## src/rtl/dg0045_pkg.sv

```systemverilog
// Shared constants for the DG0045 display path: segment table, width helper and
// default geometry for the scan block.
package dg0045_pkg;

  localparam int DIGITS_DEF        = 4;
  localparam int SCAN_DIV_DEF      = 256;
  localparam int FRAME_TIMEOUT_DEF = 64;

  // Segment patterns {g,f,e,d,c,b,a}; element 0 is the rightmost entry.
  localparam logic [15:0][6:0] SEG_TABLE = {
    7'h71, 7'h79, 7'h5E, 7'h39, 7'h7C, 7'h77, 7'h6F, 7'h7F,
    7'h07, 7'h7D, 7'h6D, 7'h66, 7'h4F, 7'h5B, 7'h06, 7'h3F
  };

  function automatic int clog2(input int value);
    int r;
    r = 0;
    for (int i = 0; i < 31; i++) begin
      if ((1 << i) < value) r = i + 1;
    end
    return r;
  endfunction

endpackage

```

## src/rtl/dg0045_hex7seg.sv

```systemverilog
// Combinational nibble to 7-segment decode for a common-cathode display.
module dg0045_hex7seg
  import dg0045_pkg::*;
(
  input  logic [3:0] nib_i,
  output logic [6:0] seg_o
);

  assign seg_o = SEG_TABLE[nib_i];

endmodule

```

## src/rtl/dg0045_display_scan.sv

```systemverilog
// Captures strobed nibbles from the DG0045 core into a digit buffer and
// multiplexes the buffer onto a common-cathode 7-segment display.
module dg0045_display_scan
  import dg0045_pkg::*;
#(
  parameter  int DIGITS        = DIGITS_DEF,
  parameter  int SCAN_DIV      = SCAN_DIV_DEF,
  parameter  int FRAME_TIMEOUT = FRAME_TIMEOUT_DEF,
  localparam int PTR_W         = clog2(DIGITS)
) (
  input  logic              clk,
  input  logic              rst_n,
  input  logic              ena,
  input  logic              nd,
  input  logic [3:0]        nl,
  output logic [6:0]        seg,
  output logic [DIGITS-1:0] dig_sel,
  output logic [PTR_W-1:0]  wr_ptr_o
);

  localparam int TO_W  = clog2(FRAME_TIMEOUT + 1);
  localparam int PRE_W = clog2(SCAN_DIV);

  localparam logic [TO_W-1:0]  TO_MAX   = TO_W'(FRAME_TIMEOUT);
  localparam logic [PTR_W-1:0] LAST_PTR = PTR_W'(DIGITS - 1);
  localparam logic [PRE_W-1:0] PRE_LAST = PRE_W'(SCAN_DIV - 1);

  logic                   s1_q, s2_q, s3_q;
  logic [3:0]             nl1_q, nl2_q;
  logic [DIGITS-1:0][3:0] dbuf_q, dbuf_d;
  logic [PTR_W-1:0]       wr_ptr_q, wr_ptr_d;
  logic [TO_W-1:0]        to_q, to_d;
  logic [PRE_W-1:0]       presc_q, presc_d;
  logic [PTR_W-1:0]       idx_q, idx_d;
  logic [6:0]             seg_q, seg_d;
  logic [DIGITS-1:0]      dig_sel_q, dig_sel_d;
  logic                   wr_stb;
  logic                   to_hit;

  // The end of the low pulse marks a write; nl rides the same two flops so the
  // nibble seen at the edge is the one the core presented with the strobe.
  assign wr_stb = s2_q & ~s3_q;
  // A strobe landing on the edge where the counter saturates is treated as a
  // new frame, so the frame decision looks one count ahead.
  assign to_hit = (to_q >= (TO_MAX - TO_W'(1)));

  always_comb begin
    dbuf_d   = dbuf_q;
    wr_ptr_d = wr_ptr_q;
    to_d     = to_q;
    if (wr_stb) begin
      to_d = '0;
      if (to_hit) begin
        dbuf_d[0] = ~nl2_q;
        wr_ptr_d  = PTR_W'(1);
      end else begin
        dbuf_d[wr_ptr_q] = ~nl2_q;
        wr_ptr_d = (wr_ptr_q == LAST_PTR) ? '0 : wr_ptr_q + PTR_W'(1);
      end
    end else begin
      if (to_q != TO_MAX) to_d = to_q + TO_W'(1);
      if (to_hit) wr_ptr_d = '0;
    end
  end

  dg0045_hex7seg u_hex7seg (
    .nib_i (dbuf_q[idx_q]),
    .seg_o (seg_d)
  );

  always_comb begin
    presc_d   = presc_q + PRE_W'(1);
    idx_d     = idx_q;
    dig_sel_d = DIGITS'(1) << idx_q;
    if (presc_q == PRE_LAST) begin
      presc_d = '0;
      idx_d   = (idx_q == LAST_PTR) ? '0 : idx_q + PTR_W'(1);
    end
  end

  always_ff @(posedge clk or negedge rst_n) begin
    if (!rst_n) begin
      s1_q      <= 1'b1;
      s2_q      <= 1'b1;
      s3_q      <= 1'b1;
      nl1_q     <= 4'hF;
      nl2_q     <= 4'hF;
      dbuf_q    <= '0;
      wr_ptr_q  <= '0;
      to_q      <= TO_MAX;
      presc_q   <= '0;
      idx_q     <= '0;
      seg_q     <= '0;
      dig_sel_q <= '0;
    end else if (ena) begin
      s1_q      <= nd;
      s2_q      <= s1_q;
      s3_q      <= s2_q;
      nl1_q     <= nl;
      nl2_q     <= nl1_q;
      dbuf_q    <= dbuf_d;
      wr_ptr_q  <= wr_ptr_d;
      to_q      <= to_d;
      presc_q   <= presc_d;
      idx_q     <= idx_d;
      seg_q     <= seg_d;
      dig_sel_q <= dig_sel_d;
    end
  end

  assign seg      = seg_q;
  assign dig_sel  = dig_sel_q;
  assign wr_ptr_o = wr_ptr_q;

endmodule

```

## config.mk

```make
export PLATFORM = sky130hd
export DESIGN_NAME = dg0045_display_scan
export DESIGN_NICKNAME = d
export VERILOG_FILES = /design/src/rtl/dg0045_pkg.sv /design/src/rtl/dg0045_hex7seg.sv /design/src/rtl/dg0045_display_scan.sv
export SDC_FILE = /design/constraint.sdc
export NUM_CORES = 1
export LEC_CHECK = 0
export ABC_CLOCK_PERIOD_IN_PS = 1850
export CORE_ASPECT_RATIO = 2
export CORE_MARGIN = 3
export CORE_UTILIZATION = 41
export CTS_BUF_LIST = sky130_fd_sc_hd__clkbuf_16
export CTS_CLUSTER_DIAMETER = 120
export DETAILED_ROUTE_END_ITERATION = 10
export PLACE_DENSITY = 0.64
export SLEW_MARGIN = 20
export SYNTH_ARGS = -nofsm -noshare
export SYNTH_HDL_FRONTEND = slang
export SYNTH_SLANG_ARGS = --single-unit
export TNS_END_PERCENT = 100
```

## constraint.sdc

```tcl
create_clock -name clk -period 1.85 [get_ports clk]
set_input_delay 0.185 -clock clk [delete_from_list [all_inputs] [get_ports clk]]
set_output_delay 0.185 -clock clk [all_outputs]
set_load 0.05 [all_outputs]
```

==> results.yml <==
clocking:
  h-tree-depth: 3
  cts_sinks: 57
  cts_made_buffers: 9
  clockBufferDepth: 2
  cts_tree: "done"
  cts_root_buf: "clkbuf_16"
  clkTransAtPathRegs_ns: 0.05
  clk_latency_ns: 0.33
sta:
  period_share_pct: 97.4
  clock_skew_ns: 0.00799
  fin_crit_ns: 1.80
  rsz0062_at_grt: "true"
  finalSetupViolCount: 0
  maxSlewViolCount: 0
  hold_violations: 0
  slew_headroom_pct: 66.8
  fmax_ghz: 0.555
  tightest_slew_ns: 0.496
critical_path:
  path_cells: "mux4_2, inv_4, ha_4, inv_2, o21ai_1, nor3b_1, a211o_1"
  path_class: "flip-flop to flip-flop"
  reg2reg_to: "seg[0]$_DFFE_PN0P_"
  cp-start-kind: "flip-flop"
  cp.arrival_ns: 2.01
  max_stage_delay_ns: 0.57
  cp-end-kind: "flip-flop"
  crit_end: "seg[0]$_DFFE_PN0P_"
  crit_path_start: "idx_q[0]$_DFFE_PN0P_"
  reg2regPathDepth: 7
  reg2reg_setup_slack_ns: 0.05
  cp_max_fo: 4
  slowest_stage: "mux4_2"
  required_ns: 2.06
  r2r-start: "idx_q[0]$_DFFE_PN0P_"
global_routing:
  grt_pass1_vias: 2069
  grt_usage_pct: 15.6
  grt_pass1_wl_um: 9600
  grt_start_max_net_pins: 58
  antenna_found_initial: 0
  grt_overflow: 0
routing:
  wl_per_cell_um: 14.2
  dr.first_iter.drc_count: 57
  wl_um: 5430
  dr.pass1.iters: 4
  ant_nets: 0
  via_count: 1939
  vias_per_cell: 5.06
  drc: 0
synthesis:
  synth-edff-count: 0
  synth_nets: 278
  ys.flop_type: "dfrtp_1"
  yosysMostFrequentCell: "dfrtp_1"
  yosysUniqueCellTypes: 48
  synth_common_cells: "45 x dfrtp_1, 23 x nand2_1, 21 x inv_1"
  syn-cell-area_um2: 2880
  synth-async-reset-ratio_pct: 100
  yosysSeqAreaShare_pct: 50.0
  synth_top_cell_by_area: "dfrtp_1"
  yosys_warnings: 0
  syn_inst: 252
  synth_area_per_cell_um2: 11.4
  yosysTopAreaCellShare_pct: 39.1
  synth_area_leaders: "dfrtp_1 39%, dfstp_2 11%, ha_1 7.8%"
  ys_ff_latch: 57
finish:
  fin_util_pct: 53.2
  synthToLayoutAreaGrowth_pct: 24.2
  final_cells: 383
  nets: 316
  diodes: 0
  layout-drive-gt1-share_pct: 26.1
placed_design:
  dpl.hpwl_um: 3830
  gp_congestion: 0.792
  portBuffers: 20
  dp.cells: 364
power_and_ir_drop:
  p_sw_share_pct: 36.4
  ir_drop_uv: 716
  clkPwrFrac_pct: 25.8
  p_sw_mw: 1.94
  p_per_area_nw_per_um2: 1490
  seqPwrFrac_pct: 37.3
  p_comb_share_pct: 36.9
  p_int_mw: 3.38
  power.leakage_nw: 1.58
floorplanning:
  start_util_pct: 42.8
  rows: 42
  die-height_um: 125
  die_w_um: 65.3
  core_area_um2: 6730
  dieArea_um2: 8130
  io_pins: 21
hold_path:
  hold_path_class: "input pin to flip-flop"
  worstHoldStart: "ena"
outcome:
  outcome: "finished clean"
flow_run:
  cap_violations: 0
[repair_timing]
| item | in CTS | in global routing |
|---|---|---|
| endpoints found under the hold margin | 45 | 0 |
| pin swaps | 0 | 3 |
| gates resized for setup | 1 | 7 |
| buffers inserted | 0 | 2 |
| endpoints found under the setup margin | 4 | 12 |
| hold buffers | 1 | 0 |
[cells by family (layout without fill, tap and decap cells)]
kind of cell,after synthesis,count (layout),share of synthesized area (%)
muxes,30,30,12.9
AOI/OAI and AO/OA,47,47,11.6
and+or+nand+nor,62,62,10.6
xor gates and xnor gates,8,8,2.43
DFF,57,57,50.0
adders and majority gates,18,18,7.82
buffers and inverters,30,73,4.56
[per-layer routing]
layer	part of all wire (%)	wire length, um	vias up	global-route usage (%)
met5	0	0	-	0
met4	2.6	142	0	9.41
met3	2.9	158	10	4.15
met2	55	2990	25	25.5
met1	39	2140	945	17.7
li1	-	-	959	-
[area by class of cell]
class / count / area (um2)
Multi-Input combinational cell: 165 / 1360
Timing Repair Buffer: 36 / 325
Fill cell: 646 / 3150
Tap cell: 88 / 110
Clock inverter: 7 / 27.5
Sequential cell: 57 / 1440
Clock buffer: 9 / 225
Inverter: 21 / 83.8
[critical path: cells and delay by family, from the launching register on]
kind / cells / cell delay, ns
DFF: 1 / 0.41
buffers and inverters: 2 / 0.15
adders and majority gates: 1 / 0.14
muxes: 1 / 0.57
and+or+nand+nor: 1 / 0.06
AOI/OAI and AO/OA: 2 / 0.34
[per-stage QoR]
| stage | area [um2] | hold slack (ns) | total power, mW | worst slack (ns) | setup TNS, ns |
|---|---|---|---|---|---|
| floorplan | 2910 | -0.111 | 3.31 | 0.00208 | 0 |
| global placement | 3270 | 0.206 | 3.84 | 0.00207 | 0 |
| detailed placement | 3270 | 0.214 | 3.89 | -0.0273 | -0.0810 |
| CTS | 3530 | 0.291 | 5.31 | 0.00883 | 0 |
| global route | 3580 | 0.327 | 5.67 | -0.0563 | -0.171 |
| finish | 3580 | 0.287 | 5.32 | 0.0483 | 0 |
[power groups by stage]
stage	logic [mW]	registers [mW]	clock network, mW
after floorplan	1.04	2.26	0
after global placement	1.85	1.98	0
after detailed placement	1.90	2.00	0
after CTS	1.91	1.99	1.41
after global routing	2.18	2.04	1.45
final	1.96	1.98	1.37
[cell usage in the layout, fill, tap and decap left out, drive strengths merged, types with 2 or more instances in the layout]
cell	n
o211ai	2
clkbuf	9
dfrtp	45
clkdlybuf4s50	18
nand4	7
clkinv	3
mux4	4
mux2	18
nand3	3
o21ai	21
mux2i	8
nor2	14
a21oi	5
xnor2	3
inv	25
nor3	2
o221ai	3
ha	18
o31ai	2
nand2	23
o2111ai	3
dfstp	12
or3	2
xor2	5
buf	17
nand2b	3
[sequential cells by signal, summed over array words and instances (netlist names)]
name,flops
dig_sel,4
nl1_q,4
seg,7
idx_q,2
nl2_q,4
s3_q,1
presc_q,8
wr_ptr_o,2
s2_q,1
dbuf_q,16
to_q,7
s1_q,1
[worst min-delay path by stage]
stage / depth (start not counted) / endpoint / slack, ns
2_1_floorplan: 0 / dbuf_q[0]$_DFFE_PN0P_ / -0.11
3_3_place_gp: 2 / wr_ptr_o[1]$_DFFE_PN0P_ / 0.21
3_5_place_dp: 2 / wr_ptr_o[1]$_DFFE_PN0P_ / 0.21
4_1_cts: 3 / to_q[1]$_DFFE_PN0P_ / 0.29
5_1_grt: 3 / to_q[1]$_DFFE_PN0P_ / 0.33
6_report: 3 / to_q[1]$_DFFE_PN0P_ / 0.29
Note: power is estimated with default switching activity, not from simulation.
